**config.mk**
```make
export PLATFORM = sky130hd
export DESIGN_NAME = mem_responder
export DESIGN_NICKNAME = d
export VERILOG_FILES = /design/src/rtl/mem_responder.sv
export SDC_FILE = /design/constraint.sdc
export NUM_CORES = 1
export LEC_CHECK = 0
export BUFFER_PORTS_ARGS = -buffer_cell sky130_fd_sc_hd__buf_2
export CAP_MARGIN = 40
export CORE_MARGIN = 3
export CORE_UTILIZATION = 35
export DETAILED_ROUTE_END_ITERATION = 6
export PLACE_DENSITY_LB_ADDON = 0.05
export SLEW_MARGIN = 20
export SYNTH_ARGS = -nofsm -noshare
export SYNTH_HDL_FRONTEND = slang
export SYNTH_SLANG_ARGS = --single-unit
```
**constraint.sdc**
```tcl
create_clock -name clk -period 3.4 [get_ports clk]
set_input_delay 0.68 -clock clk [delete_from_list [all_inputs] [get_ports clk]]
set_output_delay 0.68 -clock clk [all_outputs]
set_load 0.05 [all_outputs]
```
**src/rtl/mem_responder.sv**
```systemverilog
// mem_responder: 2^ADR_W x DATA_W word store answering CPU rd_mem/wr_mem
// requests, plus a host byte-stream loader that fills the store from
// address 0 while holding the CPU in reset via cpu_hold.
// Optional feature: define MEM_ROM_PROTECT_EN to discard CPU writes below
// ROM_TOP and flag them on the sticky wp_fault output.
module mem_responder #(
    parameter int ADR_W   = 6,
    parameter int DATA_W  = 8,
    parameter int ROM_TOP = 16
) (
    input  logic              clk,
    input  logic              reset,
    input  logic [ADR_W-1:0]  adr_bus,
    input  logic              rd_mem,
    input  logic              wr_mem,
    input  logic [DATA_W-1:0] data_bus_in,
    output logic [DATA_W-1:0] data_bus_out,
    input  logic              ld_start,
    input  logic              ld_valid,
    input  logic [DATA_W-1:0] ld_byte,
    input  logic              ld_last,
    output logic              ld_ready,
    output logic              cpu_hold,
    output logic              ld_done,
    output logic [ADR_W:0]    ld_count,
    output logic              wp_fault
);

    localparam int DEPTH = 1 << ADR_W;

    typedef enum logic {
        S_IDLE = 1'b0,
        S_LOAD = 1'b1
    } state_t;

    state_t            r_state;
    state_t            w_next_state;
    logic [DATA_W-1:0] r_mem [DEPTH];
    logic [ADR_W-1:0]  r_ptr;
    logic [ADR_W:0]    r_ld_count;
    logic [DATA_W-1:0] r_data_out;
    logic              r_ld_ready;
    logic              r_cpu_hold;
    logic              r_ld_done;

    logic w_accept;
    logic w_ptr_end;
    logic w_finish;
    logic w_cpu_rd;
    logic w_cpu_wr_req;
    logic w_wp_hit;
    logic w_cpu_wr;

    // A byte is taken only in LOAD with ready high; a restart pulse drops it.
    assign w_accept     = (r_state == S_LOAD) && ld_valid && r_ld_ready && !ld_start;
    assign w_ptr_end    = (r_ptr == {ADR_W{1'b1}});
    // The pointer never wraps: the byte written to the top address ends the load.
    assign w_finish     = w_accept && (ld_last || w_ptr_end);
    // A simultaneous read and write performs only the write.
    assign w_cpu_rd     = (r_state == S_IDLE) && rd_mem && !wr_mem;
    assign w_cpu_wr_req = (r_state == S_IDLE) && wr_mem;

`ifdef MEM_ROM_PROTECT_EN
    logic r_wp_fault;

    assign w_wp_hit = w_cpu_wr_req && (32'(adr_bus) < ROM_TOP);

    // Sticky protect-violation flag, cleared by reset or a new load.
    always_ff @(posedge clk) begin
        if (reset) begin
            r_wp_fault <= 1'b0;
        end else if (ld_start) begin
            r_wp_fault <= 1'b0;
        end else if (w_wp_hit) begin
            r_wp_fault <= 1'b1;
        end
    end

    assign wp_fault = r_wp_fault;
`else
    assign w_wp_hit = 1'b0;
    assign wp_fault = 1'b0;
`endif

    assign w_cpu_wr = w_cpu_wr_req && !w_wp_hit;

    // State register.
    always_ff @(posedge clk) begin
        // NOTE: sequential state uses non-blocking assignments so every
        // register samples pre-edge values regardless of statement order.
        if (reset) begin
            r_state <= S_IDLE;
        end else begin
            r_state <= w_next_state;
        end
    end

    // Next-state logic: enter LOAD on ld_start, leave on the final accepted byte.
    always_comb begin
        // NOTE: default assigned first so no path leaves it unassigned (no latch).
        w_next_state = r_state;
        case (r_state)
            S_IDLE: if (ld_start) w_next_state = S_LOAD;
            S_LOAD: begin
                if (ld_start) begin
                    w_next_state = S_LOAD;
                end else if (w_finish) begin
                    w_next_state = S_IDLE;
                end
            end
            default: w_next_state = S_IDLE;
        endcase
    end

    // Loader pointer/count, registered handshake flags and CPU read data.
    always_ff @(posedge clk) begin
        if (reset) begin
            r_ptr      <= '0;
            r_ld_count <= '0;
            r_ld_ready <= 1'b0;
            r_cpu_hold <= 1'b0;
            r_ld_done  <= 1'b0;
            r_data_out <= '0;
        end else begin
            r_ld_ready <= (w_next_state == S_LOAD);
            r_cpu_hold <= (w_next_state == S_LOAD);
            r_ld_done  <= w_finish;
            if (ld_start) begin
                r_ptr      <= '0;
                r_ld_count <= '0;
            end else if (w_accept) begin
                r_ptr      <= r_ptr + 1'b1;
                r_ld_count <= r_ld_count + 1'b1;
            end
            if (w_cpu_rd) begin
                r_data_out <= r_mem[adr_bus];
            end
        end
    end

    // Single write port shared by the loader (LOAD) and the CPU (IDLE).
    always_ff @(posedge clk) begin
        // NOTE: the array has no reset; its contents survive reset by design.
        if (!reset) begin
            if (w_accept) begin
                r_mem[r_ptr] <= ld_byte;
            end else if (w_cpu_wr) begin
                r_mem[adr_bus] <= data_bus_in;
            end
        end
    end

    assign data_bus_out = r_data_out;
    assign ld_ready     = r_ld_ready;
    assign cpu_hold     = r_cpu_hold;
    assign ld_done      = r_ld_done;
    assign ld_count     = r_ld_count;

endmodule

```
* Word level (Yosys, flattened, before mapping)
Memories as Yosys holds them, arrays and structs flattened. A register that Yosys moved wholly into a read port is not among the register bits. Cells that the tools add are included.
Word-level totals: bits in registers 15, bits in writable memories 512, input bits 29, output and inout bits 19, word-level logic and storage cells 35, memories 1
Memories:
- r_mem | depth 64, bits a word 8, rd ports 1, clocked after memory_dff 1, wr ports 1, RTL line 38 | logic [DATA_W-1:0] r_mem [DEPTH];
Cells by class: $add $sub $neg 2, eq/ne operators 1, mux-type cells 14, bitwise gates (word level) 1, reduce and logical (&&, ||, !) cells 12
Operators by type and width (number):
- $mux 1 | 11
- $mux 8 | 1
- $reduce_or 8->1 | 1
- $add 7x1->7 const B | 1
- $logic_and 1x1->1 | 7
- $add 6x1->6 const B | 1
- $eq 6x6->1 const B | 1
- $mux 6 | 1
- $logic_not 1->1 | 2
- $pmux 1 s2 | 1
- $reduce_or 2->1 | 1
- $logic_or 1x1->1 | 1
- $not 1->1 | 1

* Longest topological paths before layout
word-level depth 8, gate-level depth with buffers 10, mapped depth without buffers 6

* Worst setup path after synthesis
OpenSTA, ideal clock, no wires.
path kind input port to flip-flop, start input adr_bus[2], end memory r_mem[54][0] (enable), setup time 0.370 ns, arrival time 2.180 ns, data required time 3.030 ns, slack 0.849 ns, stages on the path 8, path buffers 3, cell sequence buf_2 and2_1 clkbuf_1 clkbuf_1 nand2_1 o21ai_0 nand2_1 nor2_1
On the way: cells in the longest elaborated chain, start to end 1
RTL lines:
- start, declared | RTL line 13 | input logic [ADR_W-1:0] adr_bus,
- $mux 6 (no source line)
- end, declared | RTL line 38
No other way between the ends.

==> impl_metrics.toml <==
[outcome]
outcome = "finished clean"

[clock_network]
post-cts-setup-buffer-count = 0
clock_latency_ns = 0.61
cts_resized = 0
cts_hold_buf = 0
cts.path.max_buffers = 3
tritoncts = "built"
cts-root-buf = "clkbuf_16"
cts_made_buffers = 57
ctsHtreeMaxLevel = 2
clock-sinks = 535
path_clk_slew_ns = 0.06

[power_and_ir_drop]
ir_drop_mv = 0.339
p_leak_nw = 8.55
power.total_mw = 14.2
power.density_nw_per_um2 = 565

[timing]
max_freq_ghz = 0.377
worstMarginPinSlew_ns = 0.698
fin_crit_ns = 2.65
slew_viol_final = 0
skew_ns = 0.0195
rsz0062_at_grt = "no"
period_share_pct = 77.9
setup_viol = 0
hold_viol_final = 0
slew_headroom_pct = 53.3

[min_path]
hold_path.class = "primary input to flop"

[die]
initial_utilization_pct = 35.6
dieArea_sq_um = 63500
core_area_sq_um = 59500
ios = 48
rows = 89
die_w_um = 252
die_y_um = 252

[drt]
postRouteWirelength_mm = 56.4
detail_route.vias_per_cell = 5.10
drc_errors = 0
wl_per_cell_um = 25.6
dr.pass1.iters = 5
num_vias = 11200
final_antenna_net_count = 0
drtIter0Drc = 793

[synth]
synth_cells = 1207
synth-seq-cells = 535
ys_seq_area_share_pct = 74.8
synth_ff_type = "edfxtp_1"
synth_cell_types = 42
yosysWarningCount = 0
async_flop_share_pct = 0
synthesis.nets = 1238
synth-edff-count = 512
syn_area_per_cell_sq_um = 17.5
syn_area_sq_um = 21200

[flow_run]
cap_violations = 0

[setup_path]
start_kind = "flop"
crit_type = "flop to flop"
crit_fanout = 7
worst_setup_path_end_kind = "flop"
crit_arrival_ns = 3.19
required_ns = 3.94

[finish]
syn_to_final_growth_pct = 18.7
drive_gt1_share_pct = 23.8
final_core_util_pct = 42.2
layout_common_cells = "512 x edfxtp_1, 140 x mux2i_1, 123 x buf_4"
fillers = 5430
num_antenna_cells = 0
nets = 1416
layout_commonest_cell = "edfxtp_1"

[grt]
antenna_found_initial = 1
grt_pass1_vias = 11600
track_usage_pct = 17.9
grt_max_degree = 65
grt_pass1_wl_mm = 81.1
grt-ovfl-total = 0

[placed_design]
gp_congestion = 0.777
hpwl_mm = 35.9
portBuffers = 46
[cell type report]
type                            instances  area [sq um]  share of cell area, %
Clock inverter                         32           278                   1.11
Timing Repair Buffer                  188          1540                   6.11
Sequential cell                       535         15800                   63.0
Multi-Input combinational cell        602          4980                   19.8
Inverter                                1          3.75                 0.0149
Clock buffer                           72          1530                   6.07
Tap cell                              773           967                   3.85
[metal layers]
metal / global-route usage (%) / wire length [um] / vias to the layer above
li1: - / - / 5145
met1: 26.0 / 26800 / 5785
met2: 27.9 / 25800 / 244
met3: 3.15 / 2580 / 69
met4: 4.88 / 1230 / 2
met5: 0 / 15 / -
[state kept, by name, indices dropped and copies added, names as in the netlist]
register and flops:
data_bus_out 8, cpu_hold 1, r_mem 512, ld_count 7
ld_done 1, r_ptr 6
[worst max-delay path, stage by stage (launching register included)]
cell and delay (ns):
dfxtp_1 0.36, or4b_1 0.68, nor2_1 0.59, and2_1 0.36, a32o_1 0.18, a2111oi_1 0.06
clkdlybuf4s15_2 0.27, o21ai_1 0.08
[synth_stat cells (3+ instances only)]
| library cell | n | area, sq um |
|---|---|---|
| nand3b_1 | 5 | 37.5 |
| a22oi_1 | 65 | 488 |
| a2111oi_1 | 7 | 70.1 |
| buf_2 | 5 | 25.0 |
| a21oi_1 | 19 | 95.1 |
| nand2_1 | 88 | 330 |
| nor2b_1 | 6 | 37.5 |
| edfxtp_1 | 512 | 15400 |
| dfxtp_1 | 23 | 460 |
| mux4_2 | 62 | 1400 |
| nand3_1 | 19 | 95.1 |
| nand4_1 | 22 | 138 |
| a32o_1 | 7 | 70.1 |
| xor2_1 | 8 | 70.1 |
| o21ai_0 | 11 | 55.1 |
| buf_4 | 17 | 128 |
| nor2_1 | 96 | 360 |
| buf_1 | 6 | 22.5 |
| or2_2 | 3 | 18.8 |
| o21ai_1 | 16 | 80.1 |
| and2_1 | 4 | 25.0 |
| mux2i_1 | 140 | 1400 |
| buf_6 | 7 | 78.8 |
| clkbuf_1 | 34 | 128 |
[power by group]
part	switching (mW)	total [mW]	internal, mW	leakage [nW]
registers	0.0125	7.31	7.30	4.80
logic	0.580	0.857	0.277	2.86
clock network	2.49	6.02	3.53	0.889
[final timing paths]
kind,start,endpoint,cells past startpoint,slack [ns]
max,cpu_hold,data_bus_out[6],7,0.75
min,reset,cpu_hold,2,0.35
max reg2reg,cpu_hold,data_bus_out[6],7,0.75
min reg2reg,ld_count[6],ld_count[6],2,0.52
[logic make-up (layout without fill, tap and decap cells)]
family | count (synthesis) | count (layout) | share of synthesized area, %
DFF | 535 | 535 | 74.8
and+or+nand+nor | 253 | 253 | 5.23
muxes | 202 | 202 | 13.2
AOI/OAI and AO/OA | 134 | 134 | 4.39
buffers and inverters | 70 | 293 | 1.82
xor gates and xnor gates | 10 | 10 | 0.414
adders and majority gates | 2 | 2 | 0.118
other | 1 | 1 | 0.0177
[per-stage QoR]
stage | worst slack [ns] | std cells | TNS (ns) | area, sq um | hold slack (ns)
detailed placement | 0.187 | 2099 | 0 | 23300 | 0.497
floorplan | 0.849 | 1207 | 0 | 21200 | 0.508
global route | 0.617 | 2203 | 0 | 25100 | 0.336
CTS | 0.829 | 2203 | 0 | 25100 | 0.313
finish | 0.751 | 2203 | 0 | 25100 | 0.347
global placement | -0.118 | 2098 | -0.118 | 23300 | 0.496
No activity file was read; power rests on OpenSTA's default activity.
